===== config.mk =====
export PLATFORM = sky130hd
export DESIGN_NAME = dpr_port_master
export DESIGN_NICKNAME = d
export VERILOG_FILES = /design/src/rtl/dpr_port_master.sv
export SDC_FILE = /design/constraint.sdc
export NUM_CORES = 1
export LEC_CHECK = 0
export ABC_AREA = 1
export BUFFER_PORTS_ARGS = -buffer_cell sky130_fd_sc_hd__buf_2
export CELL_PAD_IN_SITES_DETAIL_PLACEMENT = 1
export CELL_PAD_IN_SITES_GLOBAL_PLACEMENT = 1
export CORE_UTILIZATION = 41
export DETAILED_ROUTE_END_ITERATION = 10
export HOLD_SLACK_MARGIN = 0.02
export PLACE_DENSITY_LB_ADDON = 0.1
export SYNTH_ARGS = -nofsm -noshare
export SYNTH_HDL_FRONTEND = slang
export SYNTH_SLANG_ARGS = --single-unit

===== constraint.sdc =====
create_clock -name clk -period 1.9 [get_ports clk]
set_input_delay 0.19 -clock clk [delete_from_list [all_inputs] [get_ports clk]]
set_output_delay 0.19 -clock clk [all_outputs]
set_load 0.01 [all_outputs]

===== src/rtl/dpr_port_master.sv =====
// Burst initiator for one port of a registered-read dual-port RAM: turns a
// (direction, base, length) command into a stream of RAM writes or credit-limited reads.
module dpr_port_master #(
    parameter int ADDR_SIZE = 8,
    parameter int DATA_SIZE = 8
) (
    input  logic                 clk,
    input  logic                 rst_n,
    input  logic                 cmd_valid,
    output logic                 cmd_ready,
    input  logic                 cmd_write,
    input  logic [ADDR_SIZE-1:0] cmd_addr,
    input  logic [ADDR_SIZE-1:0] cmd_len,
    input  logic                 wr_valid,
    output logic                 wr_ready,
    input  logic [DATA_SIZE-1:0] wr_data,
    output logic                 rd_valid,
    input  logic                 rd_ready,
    output logic [DATA_SIZE-1:0] rd_data,
    output logic                 ram_en,
    output logic                 ram_we,
    output logic [ADDR_SIZE-1:0] ram_addr,
    output logic [DATA_SIZE-1:0] ram_din,
    input  logic [DATA_SIZE-1:0] ram_dout,
    output logic                 busy,
    output logic                 done
);

    typedef enum logic [1:0] {
        S_IDLE,
        S_WRITE,
        S_READ,
        S_DRAIN
    } state_t;

    state_t               r_state;
    state_t               w_next_state;

    logic [ADDR_SIZE-1:0] r_addr;
    logic [ADDR_SIZE-1:0] r_remaining;
    logic [2:0]           r_outstanding;
    logic                 r_ram_en;
    logic                 r_ram_we;
    logic [ADDR_SIZE-1:0] r_ram_addr;
    logic [DATA_SIZE-1:0] r_ram_din;
    logic                 r_wr_done;
    logic                 r_rd_ret;

    logic [DATA_SIZE-1:0] r_fifo [0:3];
    logic [1:0]           r_wptr;
    logic [1:0]           r_rptr;
    logic [2:0]           r_count;

    logic                 w_cmd_ready;
    logic                 w_wr_ready;
    logic                 w_busy;
    logic                 w_issue;
    logic                 w_wr_beat;
    logic                 w_pop;
    logic                 w_last_pop;
    logic                 w_last_beat;

    // ---------------------------------------------------------------- state register
    // NOTE: sequential state uses non-blocking (<=) so every register samples pre-edge values.
    always_ff @(posedge clk) begin
        if (!rst_n) begin
            r_state <= S_IDLE;
        end else begin
            r_state <= w_next_state;
        end
    end

    // ---------------------------------------------------------------- output decode
    // NOTE: every always_comb output gets a default first, so no path can infer a latch.
    always_comb begin
        w_cmd_ready = 1'b0;
        w_wr_ready  = 1'b0;
        w_busy      = 1'b1;
        w_issue     = 1'b0;
        case (r_state)
            S_IDLE: begin
                w_cmd_ready = 1'b1;
                w_busy      = 1'b0;
            end
            S_WRITE: w_wr_ready = 1'b1;
            S_READ:  w_issue    = (r_outstanding < 3'd4);
            default: ;
        endcase
    end

    assign w_wr_beat   = w_wr_ready && wr_valid;
    assign w_last_beat = w_wr_beat && (r_remaining == '0);
    assign w_pop       = (r_count != 3'd0) && rd_ready;
    // Only one read left in flight and it is leaving now: burst complete.
    assign w_last_pop  = (r_state == S_DRAIN) && w_pop && (r_outstanding == 3'd1);

    // ---------------------------------------------------------------- next state
    always_comb begin
        w_next_state = r_state;
        case (r_state)
            S_IDLE: begin
                if (cmd_valid) w_next_state = cmd_write ? S_WRITE : S_READ;
            end
            S_WRITE: begin
                if (w_last_beat) w_next_state = S_IDLE;
            end
            S_READ: begin
                if (w_issue && (r_remaining == '0)) w_next_state = S_DRAIN;
            end
            S_DRAIN: begin
                if (w_last_pop) w_next_state = S_IDLE;
            end
            default: w_next_state = S_IDLE;
        endcase
    end

    // ---------------------------------------------------------------- datapath
    always_ff @(posedge clk) begin
        if (!rst_n) begin
            r_addr        <= '0;
            r_remaining   <= '0;
            r_outstanding <= '0;
            r_ram_en      <= 1'b0;
            r_ram_we      <= 1'b0;
            r_ram_addr    <= '0;
            r_ram_din     <= '0;
            r_wr_done     <= 1'b0;
            r_rd_ret      <= 1'b0;
            r_wptr        <= '0;
            r_rptr        <= '0;
            r_count       <= '0;
        end else begin
            r_ram_en  <= 1'b0;
            r_ram_we  <= 1'b0;
            r_wr_done <= w_last_beat;
            // The RAM returns data one cycle after a read strobe; push it then.
            r_rd_ret  <= r_ram_en && !r_ram_we;

            if (w_cmd_ready && cmd_valid) begin
                r_addr      <= cmd_addr;
                r_remaining <= cmd_len;
            end else if (w_wr_beat || w_issue) begin
                r_addr      <= r_addr + 1'b1;
                r_remaining <= r_remaining - 1'b1;
            end

            if (w_wr_beat) begin
                r_ram_en   <= 1'b1;
                r_ram_we   <= 1'b1;
                r_ram_addr <= r_addr;
                r_ram_din  <= wr_data;
            end else if (w_issue) begin
                r_ram_en   <= 1'b1;
                r_ram_addr <= r_addr;
            end

            case ({w_issue, w_pop})
                2'b10:   r_outstanding <= r_outstanding + 3'd1;
                2'b01:   r_outstanding <= r_outstanding - 3'd1;
                default: r_outstanding <= r_outstanding;
            endcase

            if (r_rd_ret) r_wptr <= r_wptr + 2'd1;
            if (w_pop)    r_rptr <= r_rptr + 2'd1;
            case ({r_rd_ret, w_pop})
                2'b10:   r_count <= r_count + 3'd1;
                2'b01:   r_count <= r_count - 3'd1;
                default: r_count <= r_count;
            endcase
        end
    end

    // NOTE: FIFO storage is not reset; emptiness is tracked by r_count, which is.
    always_ff @(posedge clk) begin
        if (r_rd_ret) r_fifo[r_wptr] <= ram_dout;
    end

    assign cmd_ready = w_cmd_ready;
    assign wr_ready  = w_wr_ready;
    assign busy      = w_busy;
    assign rd_valid  = (r_count != 3'd0);
    assign rd_data   = r_fifo[r_rptr];
    assign ram_en    = r_ram_en;
    assign ram_we    = r_ram_we;
    assign ram_addr  = r_ram_addr;
    assign ram_din   = r_ram_din;
    assign done      = r_wr_done || w_last_pop;

endmodule


==> reports/metrics.csv <==
metric,value,unit
status,completed,
finalCriticalPeriod,1.707,ns
clk_path_buf_depth,2,
cts_tree,built,
clock_latency,0.36,ns
crit_type,reg -> reg,
drive_gt1_share,21.68,%
wire_per_inst,14.23,um
fin_cells,597,
viasPerCell,5.045,
gr-total-overflow,0,
internal_power,2.984,mW
wl_met2,4226,um
power-per-cell-area,1084,mW/mm2
synth_cells,412,
whs,0.04132,ns
finClkSkew,0.009717,ns
cts.sinks,82,
drc,0,
path_cells,inv_1 -> nand3_2 -> nand2_1 -> inv_1 -> buf_4 -> ha_1 -> nor2_1 -> o21ai_0 -> o21ai_0 -> a21oi_1,
synth_seq_cells,82,
leakage,1.847,nW
start_util,42.17,%
ys_seq_area_share,53.61,%
synthArstFlopShare,0,%
required,2.14,ns
end_kind,flip-flop,
finalWirelength,8498,um
grt_pass1_vias,3007,
netlist_area,0.003660,mm2
finalHoldViolCount,0,
dr_total_vias,3012,
drtIter0Drc,58,
final_cell_mix,"68 x buf_2, 60 x nand2_1, 50 x dfxtp_1",
post-cts-setup-buffer-count,0,
tightest_slew,0.4669,ns
clk_pin_slew,0.09,ns
port_buffers,68,
finalSetupViolCount,0,
p_seq_share,46.4,%
fin_crit_sh,89.86,%
dp_cells,581,
combPwrFrac,28.6,%
synth_top_area_share,27.35,%
ir_drop,0.4370,mV
coreArea,0.008678,mm2
synth_area_leaders,"dfxtp_1 27%, edfxtp_1 26%, o21ai_0 6.3%, nand2_1 6.2%, a21oi_1 5.3%",
cp.arrival,1.94,ns
ys.flop_type,dfxtp_1,
synth_top_area_cell,dfxtp_1,
min-delay-path-class,in -> reg,
pwr-share-clk,24.9,%
crit_family,adder cells,
h-tree-depth,3,
final_common_cell,buf_2,
synth_cell_type_count,34,
switching_share,35.78,%
wl_met1,3878,um
die_h,96.48,um
crit_fanout,5,
cts_made_buffers,9,
antenna_found_initial,0,
grt_max_degree,30,
startpoint_type,flip-flop,
grt_pass1_wl,14100,um
switchingPower,1.662,mW
max_stage_delay,0.34,ns
yosysWarningCount,0,
highest-signal-layer,met4,
slew_viol_final,0,
grt_usage,20.16,%
syn_nets,463,
cap_viol_max_count,0,
final_util,49.38,%
synth_edf_count,32,
crit_buf_inv,3,
die-width,96.48,um
nets,535,
cts_root_buf,clkbuf_8,
rsz0062_at_grt,no,
diodes,0,
avgSynthCellArea,8.883,um2
die-area,0.009308,mm2
ant_nets,0,
io_pins,69,
tns,0,ns
p_total,4.646,mW
slowest_stage,ha_1,
wl_met3,248,um
relSlewSlack,68.84,%
hpwl,6277,um
dr.pass1.iters,4,
gp_congestion,0.8028,
row_count,34,
fmax,0.5857,GHz
areaGrowthSynthToFinish,17.09,%
==> worst reg2reg max path, cell delays in order (launching register included) <==
cell and delay (ns):
dfxtp_1 0.31, inv_1 0.13, nand3_2 0.11, nand2_1 0.07, inv_1 0.05, buf_4 0.14
ha_1 0.34, nor2_1 0.12, o21ai_0 0.11, o21ai_0 0.16, a21oi_1 0.05
==> flip-flops by register name, summed over array words and instances (netlist names), 3 cells and up, named ones only <==
signal and cells:
r_addr 8, r_count 3, r_fifo 32, r_outstanding 3, r_remaining 8, ram_addr 8
ram_din 8
==> final cells by class <==
type / instances / area, um2
Fill cell: 1079 / 4393
Sequential cell: 82 / 1962
Multi-Input combinational cell: 269 / 1445
Timing Repair Buffer: 72 / 370.4
Inverter: 50 / 195.2
Tap cell: 108 / 135.1
Clock buffer: 9 / 123.9
Clock inverter: 7 / 53.80
==> through the flow <==
| stage | setup slack [ns] | cell area [um2] |
|---|---|---|
| final | 0.1927 | 4285 |
| after global routing | 0.01968 | 4285 |
| after CTS | 0.05764 | 4278 |
| after detailed placement | 0.07241 | 4100 |
| after global placement | 0.1608 | 4100 |
| after floorplan | 0.08744 | 3660 |
==> power groups by stage <==
stage               clock network [mW]  registers (mW)  logic [mW]
floorplan                            0            2.20       0.936
global placement                     0            2.19        1.30
detailed placement                   0            2.20        1.34
CTS                               1.20            2.16        1.35
global route                      1.28            2.19        1.54
finish                            1.16            2.16        1.33
==> Yosys cell counts (2+ instances only) <==
cell       n
a21oi_1   39
a31oi_1    2
buf_4      4
clkbuf_1   5
dfxtp_1   50
edfxtp_1  32
ha_1      12
inv_1     44
inv_2      4
nand2_1   60
nand2_4    2
nand2_8    2
nand3_1   27
nor2_1    45
nor2_2     3
nor3_1     2
o211ai_1   2
o21ai_0   46
o21ai_1    3
o22ai_1   10
xnor2_1    2
xor2_1     4
==> cells by family (layout without fill, tap and decap cells) <==
group | after synthesis | in the layout | share of synthesized area (%)
xor gates and xnor gates | 6 | 6 | 1.436
buffers and inverters | 61 | 138 | 7.111
adders and majority gates | 13 | 13 | 4.649
DFF | 82 | 82 | 53.61
AOI/OAI and AO/OA | 104 | 104 | 15.08
and+or+nand+nor | 146 | 146 | 18.12
==> path summary, 6_finish.rpt <==
path / end / cells past startpoint / slack [ns] / from
worst max-delay path: r_outstanding[2]$_SDFFE_PN0P_ / 10 / 0.19 / r_count[0]$_SDFFE_PN0P_
worst min-delay path: r_fifo[0][5]$_DFFE_PP_ / 1 / 0.04 / ram_dout[5]
worst max register to register: r_outstanding[2]$_SDFFE_PN0P_ / 10 / 0.19 / r_count[0]$_SDFFE_PN0P_
worst min register to register: r_rd_ret$_SDFF_PN0_ / 1 / 0.44 / ram_we$_SDFF_PN0_
==> what timing repair did <==
action,4_1_cts,5_1_grt
hold buffers,0,0
endpoints found under the setup margin,0,2
gates resized for setup,0,4
hold endpoints to repair,0,0
==> routing by layer <==
| metal | GRT usage (%) | vias up |
|---|---|---|
| met2 | 34.74 | 53 |
| li1 | - | 1526 |
| met1 | 24.56 | 1421 |
| met5 | 0 | - |
| met4 | 9.069 | 0 |
| met3 | 3.443 | 12 |
Power figures use the tool's default switching activity.
